[src/rtl/fetch_stage.sv]
// fetch_stage: instruction-fetch stage plus IF/ID pipeline register.
// Keeps the PC, issues one outstanding request at a time to instruction
// memory (req/ready, then rvalid), and presents {pc, instruction, valid}
// to decode. Handles decode stall, flush and taken-branch redirect.
// Optional build macro: FETCH_MISALIGN_CHECK_EN. When defined, a redirect
// to a non-word-aligned target raises a sticky fetch_misalign flag and
// parks fetch until reset. When undefined, the low two target bits are
// ignored and fetch_misalign is tied low.
module fetch_stage #(
    parameter int                     PC_WIDTH    = 64,
    parameter int                     INSTR_WIDTH = 32,
    parameter logic [PC_WIDTH-1:0]    RESET_PC    = '0,
    parameter logic [INSTR_WIDTH-1:0] NOP_INSTR   = 32'h00000013
) (
    input  logic                   clk,
    input  logic                   rst,
    input  logic                   stall,
    input  logic                   flush,
    input  logic                   redirect_valid,
    input  logic [PC_WIDTH-1:0]    redirect_pc,
    output logic                   imem_req,
    output logic [PC_WIDTH-1:0]    imem_addr,
    input  logic                   imem_ready,
    input  logic                   imem_rvalid,
    input  logic [INSTR_WIDTH-1:0] imem_rdata,
    output logic [PC_WIDTH-1:0]    pc_out,
    output logic [INSTR_WIDTH-1:0] instruction_out,
    output logic                   valid_out,
    output logic                   fetch_misalign
);

    typedef enum logic [2:0] {
        S_IDLE,
        S_REQ,
        S_WAIT,
        S_HOLD,
        S_DROP
    } state_t;

    state_t                  state;
    state_t                  state_nx;
    logic [PC_WIDTH-1:0]     pc;
    logic [PC_WIDTH-1:0]     pc_nx;
    logic [PC_WIDTH-1:0]     pc_inc;
    logic [PC_WIDTH-1:0]     redirect_tgt;

    // Skid holds a response that arrived while decode was stalled.
    logic                    skid_vld;
    logic [INSTR_WIDTH-1:0]  skid_instr;
    logic                    skid_load;
    logic                    skid_clr;

    // A fetch completes this cycle; fetch_instr is what lands in IF/ID.
    logic                    fetch_done;
    logic [INSTR_WIDTH-1:0]  fetch_instr;

    // Forces IF/ID to bubbles while fetch is parked on a misaligned target.
    logic                    park;

    assign imem_addr = pc;
    // Sequential PC advance wraps silently modulo 2^PC_WIDTH.
    assign pc_inc    = pc + PC_WIDTH'(4);

`ifdef FETCH_MISALIGN_CHECK_EN
    logic misalign_q;
    logic mis_set;

    assign redirect_tgt   = redirect_pc;
    assign park           = misalign_q | mis_set;
    assign fetch_misalign = misalign_q;
`else
    logic unused_low_bits;

    // Targets are word aligned by construction: drop the low two bits.
    assign redirect_tgt    = {redirect_pc[PC_WIDTH-1:2], 2'b00};
    assign unused_low_bits = ^redirect_pc[1:0];
    assign park            = 1'b0;
    assign fetch_misalign  = 1'b0;
`endif

    // Next-state / next-PC decode; redirect overrides the normal flow.
    always_comb begin
        state_nx    = state;
        pc_nx       = pc;
        fetch_done  = 1'b0;
        fetch_instr = imem_rdata;
        skid_load   = 1'b0;
        skid_clr    = 1'b0;
`ifdef FETCH_MISALIGN_CHECK_EN
        mis_set     = 1'b0;
`endif
        case (state)
            S_IDLE: begin
                if (!park) state_nx = S_REQ;
            end
            S_REQ: begin
                if (imem_ready) state_nx = S_WAIT;
            end
            S_WAIT: begin
                if (imem_rvalid) begin
                    if (stall) begin
                        skid_load = 1'b1;
                        state_nx  = S_HOLD;
                    end else begin
                        fetch_done = 1'b1;
                        pc_nx      = pc_inc;
                        state_nx   = S_REQ;
                    end
                end
            end
            S_HOLD: begin
                // pc still addresses the skidded instruction here.
                if (!stall) begin
                    fetch_done  = skid_vld;
                    fetch_instr = skid_instr;
                    skid_clr    = 1'b1;
                    pc_nx       = pc_inc;
                    state_nx    = S_REQ;
                end
            end
            S_DROP: begin
                if (imem_rvalid) state_nx = S_REQ;
            end
            default: state_nx = S_IDLE;
        endcase

        if (redirect_valid && state != S_IDLE) begin
            fetch_done = 1'b0;
            skid_load  = 1'b0;
            skid_clr   = 1'b1;
            pc_nx      = redirect_tgt;
            case (state)
                // A request accepted this very cycle still owes a response.
                S_REQ:   state_nx = imem_ready  ? S_DROP : S_REQ;
                S_WAIT:  state_nx = imem_rvalid ? S_REQ  : S_DROP;
                // Still waiting on the abandoned response: keep discarding.
                S_DROP:  state_nx = imem_rvalid ? S_REQ  : S_DROP;
                default: state_nx = S_REQ;
            endcase
`ifdef FETCH_MISALIGN_CHECK_EN
            if (redirect_pc[1:0] != 2'b00) begin
                mis_set  = 1'b1;
                state_nx = S_IDLE;
            end
`endif
        end
    end

    // FSM state, PC, registered request strobe and skid buffer.
    always_ff @(posedge clk) begin
        if (!rst) begin
            state      <= S_IDLE;
            pc         <= RESET_PC;
            imem_req   <= 1'b0;
            skid_vld   <= 1'b0;
            skid_instr <= NOP_INSTR;
        end else begin
            state    <= state_nx;
            pc       <= pc_nx;
            imem_req <= (state_nx == S_REQ);
            if (skid_load) begin
                skid_vld   <= 1'b1;
                skid_instr <= imem_rdata;
            end else if (skid_clr) begin
                skid_vld <= 1'b0;
            end
        end
    end

`ifdef FETCH_MISALIGN_CHECK_EN
    // Sticky misaligned-redirect flag, cleared only by reset.
    always_ff @(posedge clk) begin
        if (!rst)         misalign_q <= 1'b0;
        else if (mis_set) misalign_q <= 1'b1;
    end
`endif

    // IF/ID register: flush beats stall, stall beats new fetch, else bubble.
    always_ff @(posedge clk) begin
        if (!rst) begin
            pc_out          <= '0;
            instruction_out <= NOP_INSTR;
            valid_out       <= 1'b0;
        end else if (flush || park) begin
            instruction_out <= NOP_INSTR;
            valid_out       <= 1'b0;
        end else if (stall) begin
            valid_out <= valid_out;
        end else if (fetch_done) begin
            pc_out          <= pc;
            instruction_out <= fetch_instr;
            valid_out       <= 1'b1;
        end else begin
            instruction_out <= NOP_INSTR;
            valid_out       <= 1'b0;
        end
    end

endmodule
[config.mk]
export PLATFORM = sky130hd
export DESIGN_NAME = fetch_stage
export DESIGN_NICKNAME = d
export VERILOG_FILES = /design/src/rtl/fetch_stage.sv
export SDC_FILE = /design/constraint.sdc
export NUM_CORES = 1
export LEC_CHECK = 0
export CORE_ASPECT_RATIO = 1.25
export CORE_MARGIN = 4
export CORE_UTILIZATION = 43
export CTS_CLUSTER_DIAMETER = 200
export DETAILED_ROUTE_END_ITERATION = 10
export PLACE_DENSITY = 0.77
export SLEW_MARGIN = 20
export SYNTH_ARGS = -nofsm -noshare
export SYNTH_HDL_FRONTEND = slang
export SYNTH_SLANG_ARGS = --single-unit
[constraint.sdc]
create_clock -name clk -period 2.25 [get_ports clk]
set_input_delay 0.675 -clock clk [delete_from_list [all_inputs] [get_ports clk]]
set_output_delay 0.675 -clock clk [all_outputs]
set_load 0.005 [all_outputs]
==> Flow_metrics.wiki <==
{| class="wikitable"
! Metric !! Value
|-
| Run status || completed
|-
| Number of routed nets with antenna violations || 0
|-
| Post-place instance area || ~0.013 mm2
|-
| GRT Overall Usage || 0.280
|-
| Die X || around 140 um
|-
| Met3 track demand over resource in global routing || 0.0607
|-
| Starting utilization of the core area || 0.437
|-
| Power Total || 7.93 mW
|-
| Unrepaired setup endpoints after global routing || yes
|-
| Switching power total || 2.14 mW
|-
| Sequential group share of total power || 0.460
|-
| Slowest stage cell on the critical path || clkdlybuf4s50_1
|-
| Met1 layer usage reported by global route || 0.353
|-
| Path class of the lowest-slack min-delay path || reg2reg
|-
| Area of all sequential standard cells || 0.00391 mm2
|-
| Pre-Repair DR Iteration Count || 5
|-
| Post-DR vias/cell || about 5.5
|-
| Clock sink count || roughly 190
|-
| Via Count || a little over 10000
|-
| Combinational group share of total power || 0.156
|-
| Number of nets at the end of the flow || 1643
|-
| Commonest cells after routing, fill and taps aside || nand2_1, clkdlybuf4s50_1, a21oi_1, dfxtp_1, buf_4
|-
| GRT busiest layer || met2
|-
| Power density over the cells || just under 600 mW/mm2
|-
| Detailed placement HPWL || around 25000 um
|-
| Global-route wire length before repair || just over 50000 um
|-
| Number of storage elements in the synthesis netlist || 194
|-
| Delay of the slowest cell on the worst path || 0.50 ns
|-
| Crit path buf inv count || 2
|-
| Filler instances || 1796
|-
| Clock-pin slew on the worst setup and hold paths || 0.08 ns
|-
| Critical Path End Type || output pin
|-
| Area delta synth->final || 52.9%
|-
| Number of enable-type register cells in the synthesized netlist || 0
|-
| Number of distinct standard cells referenced by the synthesized netlist || 57
|-
| Most common cell after layout, fill and taps aside || nand2_1
|-
| CP Data Required Time || 1.57 ns
|-
| Worst Path Max Fanout || 5
|-
| Ordered list of cells on the worst path || buf_4, clkdlybuf4s50_1
|-
| Pin count of the biggest net entering global routing || 36
|-
| Area inside the core boundary || between 0.02 and 0.025 mm2
|-
| CTS tree || built
|-
| Final weighted congestion in routability-driven placement || just over 0.9
|-
| Final hold violations || 0
|-
| Final setup violation count || 0
|-
| CTS H-tree lvls || 4
|-
| IR Drop Worst-Case VDD || between 0.0004 and 0.0005 V
|-
| Arrival time of the worst setup path || 1.54 ns
|-
| Reg2reg path depth || 6
|-
| Wire length per cell || about 18 um
|-
| Number of CTS-inserted buffers || 17
|-
| Mapped cell area || 0.00883 mm2
|-
| Leak Pwr || 4.73 nW
|-
| Max-cap violations || 0
|-
| Most common flop cell mapped by yosys || dfxtp_1
|-
| Cell type group with the largest total delay on the critical path || buffers and inverters
|-
| Fraction of registers with async set or reset after synthesis || 0
|-
| Fraction of layout instances using a drive strength above 1 || 0.163
|-
| Met2 Usage GRT || 0.478
|-
| Time the final worst path needs with I/O delays and setup || 2.22 ns
|-
| # rows || a little under 60
|-
| Final worst path period share || 0.985
|-
| Final global-route overflow total || 0
|-
| Achievable clock frequency || ~450 MHz
|-
| IO Pins || roughly 270
|-
| Total count of max-transition violations in the final report || 0
|-
| Drt first-iter violations || between 900 and 1000
|-
| Clk Tree Root Cell || clkbuf_16
|-
| Path type of the worst setup path || reg2out
|-
| Vias in the first global route || approximately 9400
|-
| Final core utilization || 0.669
|-
| Startpoint type of the worst setup path || flop
|-
| Antenna violations before repair || 0
|-
| Cell count along the critical path || 2
|-
| Remaining routing DRC violations || 0
|-
| Net Sw Frac || 0.270
|-
| Cell depth of the worst hold path || 2
|-
| Vertical die dimension || 168 um
|-
| Quantity of I/O buffers inserted on ports || around 260
|-
| Area of combinational cells with multiple inputs || 0.00474 mm2
|-
| Clock insertion delay at the later pin of the skew report || roughly 0.44 ns
|-
| Wire length after detailed routing || ~33000 um
|-
| Design Area, Final || roughly 0.013 mm2
|-
| Maximum clock insertion buffer count || 2
|-
| Internal power consumption || slightly below 6 mW
|-
| Total inserted antenna cells || 0
|-
| Slack of the worst reg-to-reg path || around 0.040 ns
|-
| Number of instances in the synthesized netlist || ~1200
|-
| Setup clock skew after layout || 0.0122 ns
|-
| Die footprint || between 0.02 and 0.025 mm2
|-
| Syn_area_per_cell || between 7 and 8 um2
|-
| Clk pwr share || 0.384
|-
| Synthesis warning total || 0
|-
| Sequential area share after synthesis || 0.440
|}
-- state kept, by name, summed over array words and instances, names as in the netlist --
name             count
imem_addr           62
pc_out              62
instruction_out     32
skid_instr          32
state                3
imem_req             1
skid_vld             1
valid_out            1
-- metal layers --
metal  up-vias  routed length [um]
met3        69                2770
met5         -                   0
met4         0                 812
met1      4745               13200
met2       440               16400
li1       4826                   -
-- worst reg2reg max path, stage by stage (launching register included) --
cell and delay (ns):
dfxtp_2 0.33, nand4_1 0.21, nor4_4 0.49, nand4b_1 0.26
buf_4 0.24, or3_1 0.34, a311oi_1 0.25
-- through the flow --
step / setup slack [ns] / hold slack, ns / TNS [ns] / instances
final: 0.0328 / 0.453 / 0 / 1822
after global routing: -0.0656 / 0.471 / -0.237 / 1822
after global placement: -0.362 / 0.441 / -26.36 / 1781
after floorplan: 0.0542 / 0.437 / 0 / 1188
after detailed placement: -0.407 / 0.447 / -31.45 / 1781
after CTS: 0.00560 / 0.457 / 0 / 1813
-- cells in the mapped netlist (11+ instances only) --
cell type	count	area, um2
clkbuf_1	71	267
nor3_1	25	125
o21ai_0	21	105
nor2_1	87	327
nand2_1	315	1180
and3_1	12	75.1
nand4_1	32	200
xor2_1	11	96.3
a211oi_1	14	105
nand3_1	33	165
or3_1	17	106
dfxtp_1	194	3880
a31oi_1	13	81.3
a21oi_1	191	956
-- worst paths after layout --
check	endpoint	startpoint
worst max-delay path	imem_addr[32]	imem_addr[32]
worst min register to register	pc_out[18]	pc_out[18]
worst min-delay path	pc_out[18]	pc_out[18]
worst max register to register	imem_addr[37]	imem_addr[4]
-- power by group through the flow --
stage               sequential, mW  combinational [mW]  clock (mW)
floorplan                     3.76               0.400           0
global placement              3.72                1.20           0
detailed placement            3.72                1.21           0
CTS                           3.64                1.22        3.08
global route                  3.66                1.32        3.22
finish                        3.65                1.24        3.05
-- timing repair --
item / CTS / global route
resized for setup: 2 / 48
setup buffers: 0 / 9
hold buffers: 0 / 0
setup endpoints to repair: 2 / 34
pin swaps: 1 / 19
-- cell families (layout without fill, tap and decap cells) --
group	count (synthesis)	count (layout)	synth area share
AND/OR/NAND/NOR	576	576	0.298
AO/OA/AOI/OAI	299	299	0.196
flip-flops	194	194	0.440
buffers and inverters	90	454	0.0415
XOR/XNOR	20	20	0.0198
multiplexers	3	3	0.00340
adder cells (fa/ha/maj)	1	1	0.00142
other	1	5	0.000425
-- layout make-up --
cell class | count | area share
Clock inverter | 14 | 0.0108
Clock buffer | 18 | 0.0325
Multi-Input combinational cell | 904 | 0.351
Sequential cell | 194 | 0.290
Inverter | 5 | 0.00158
Tap cell | 270 | 0.0250
Timing Repair Buffer | 417 | 0.289
(Power assumes the default switching activity.)
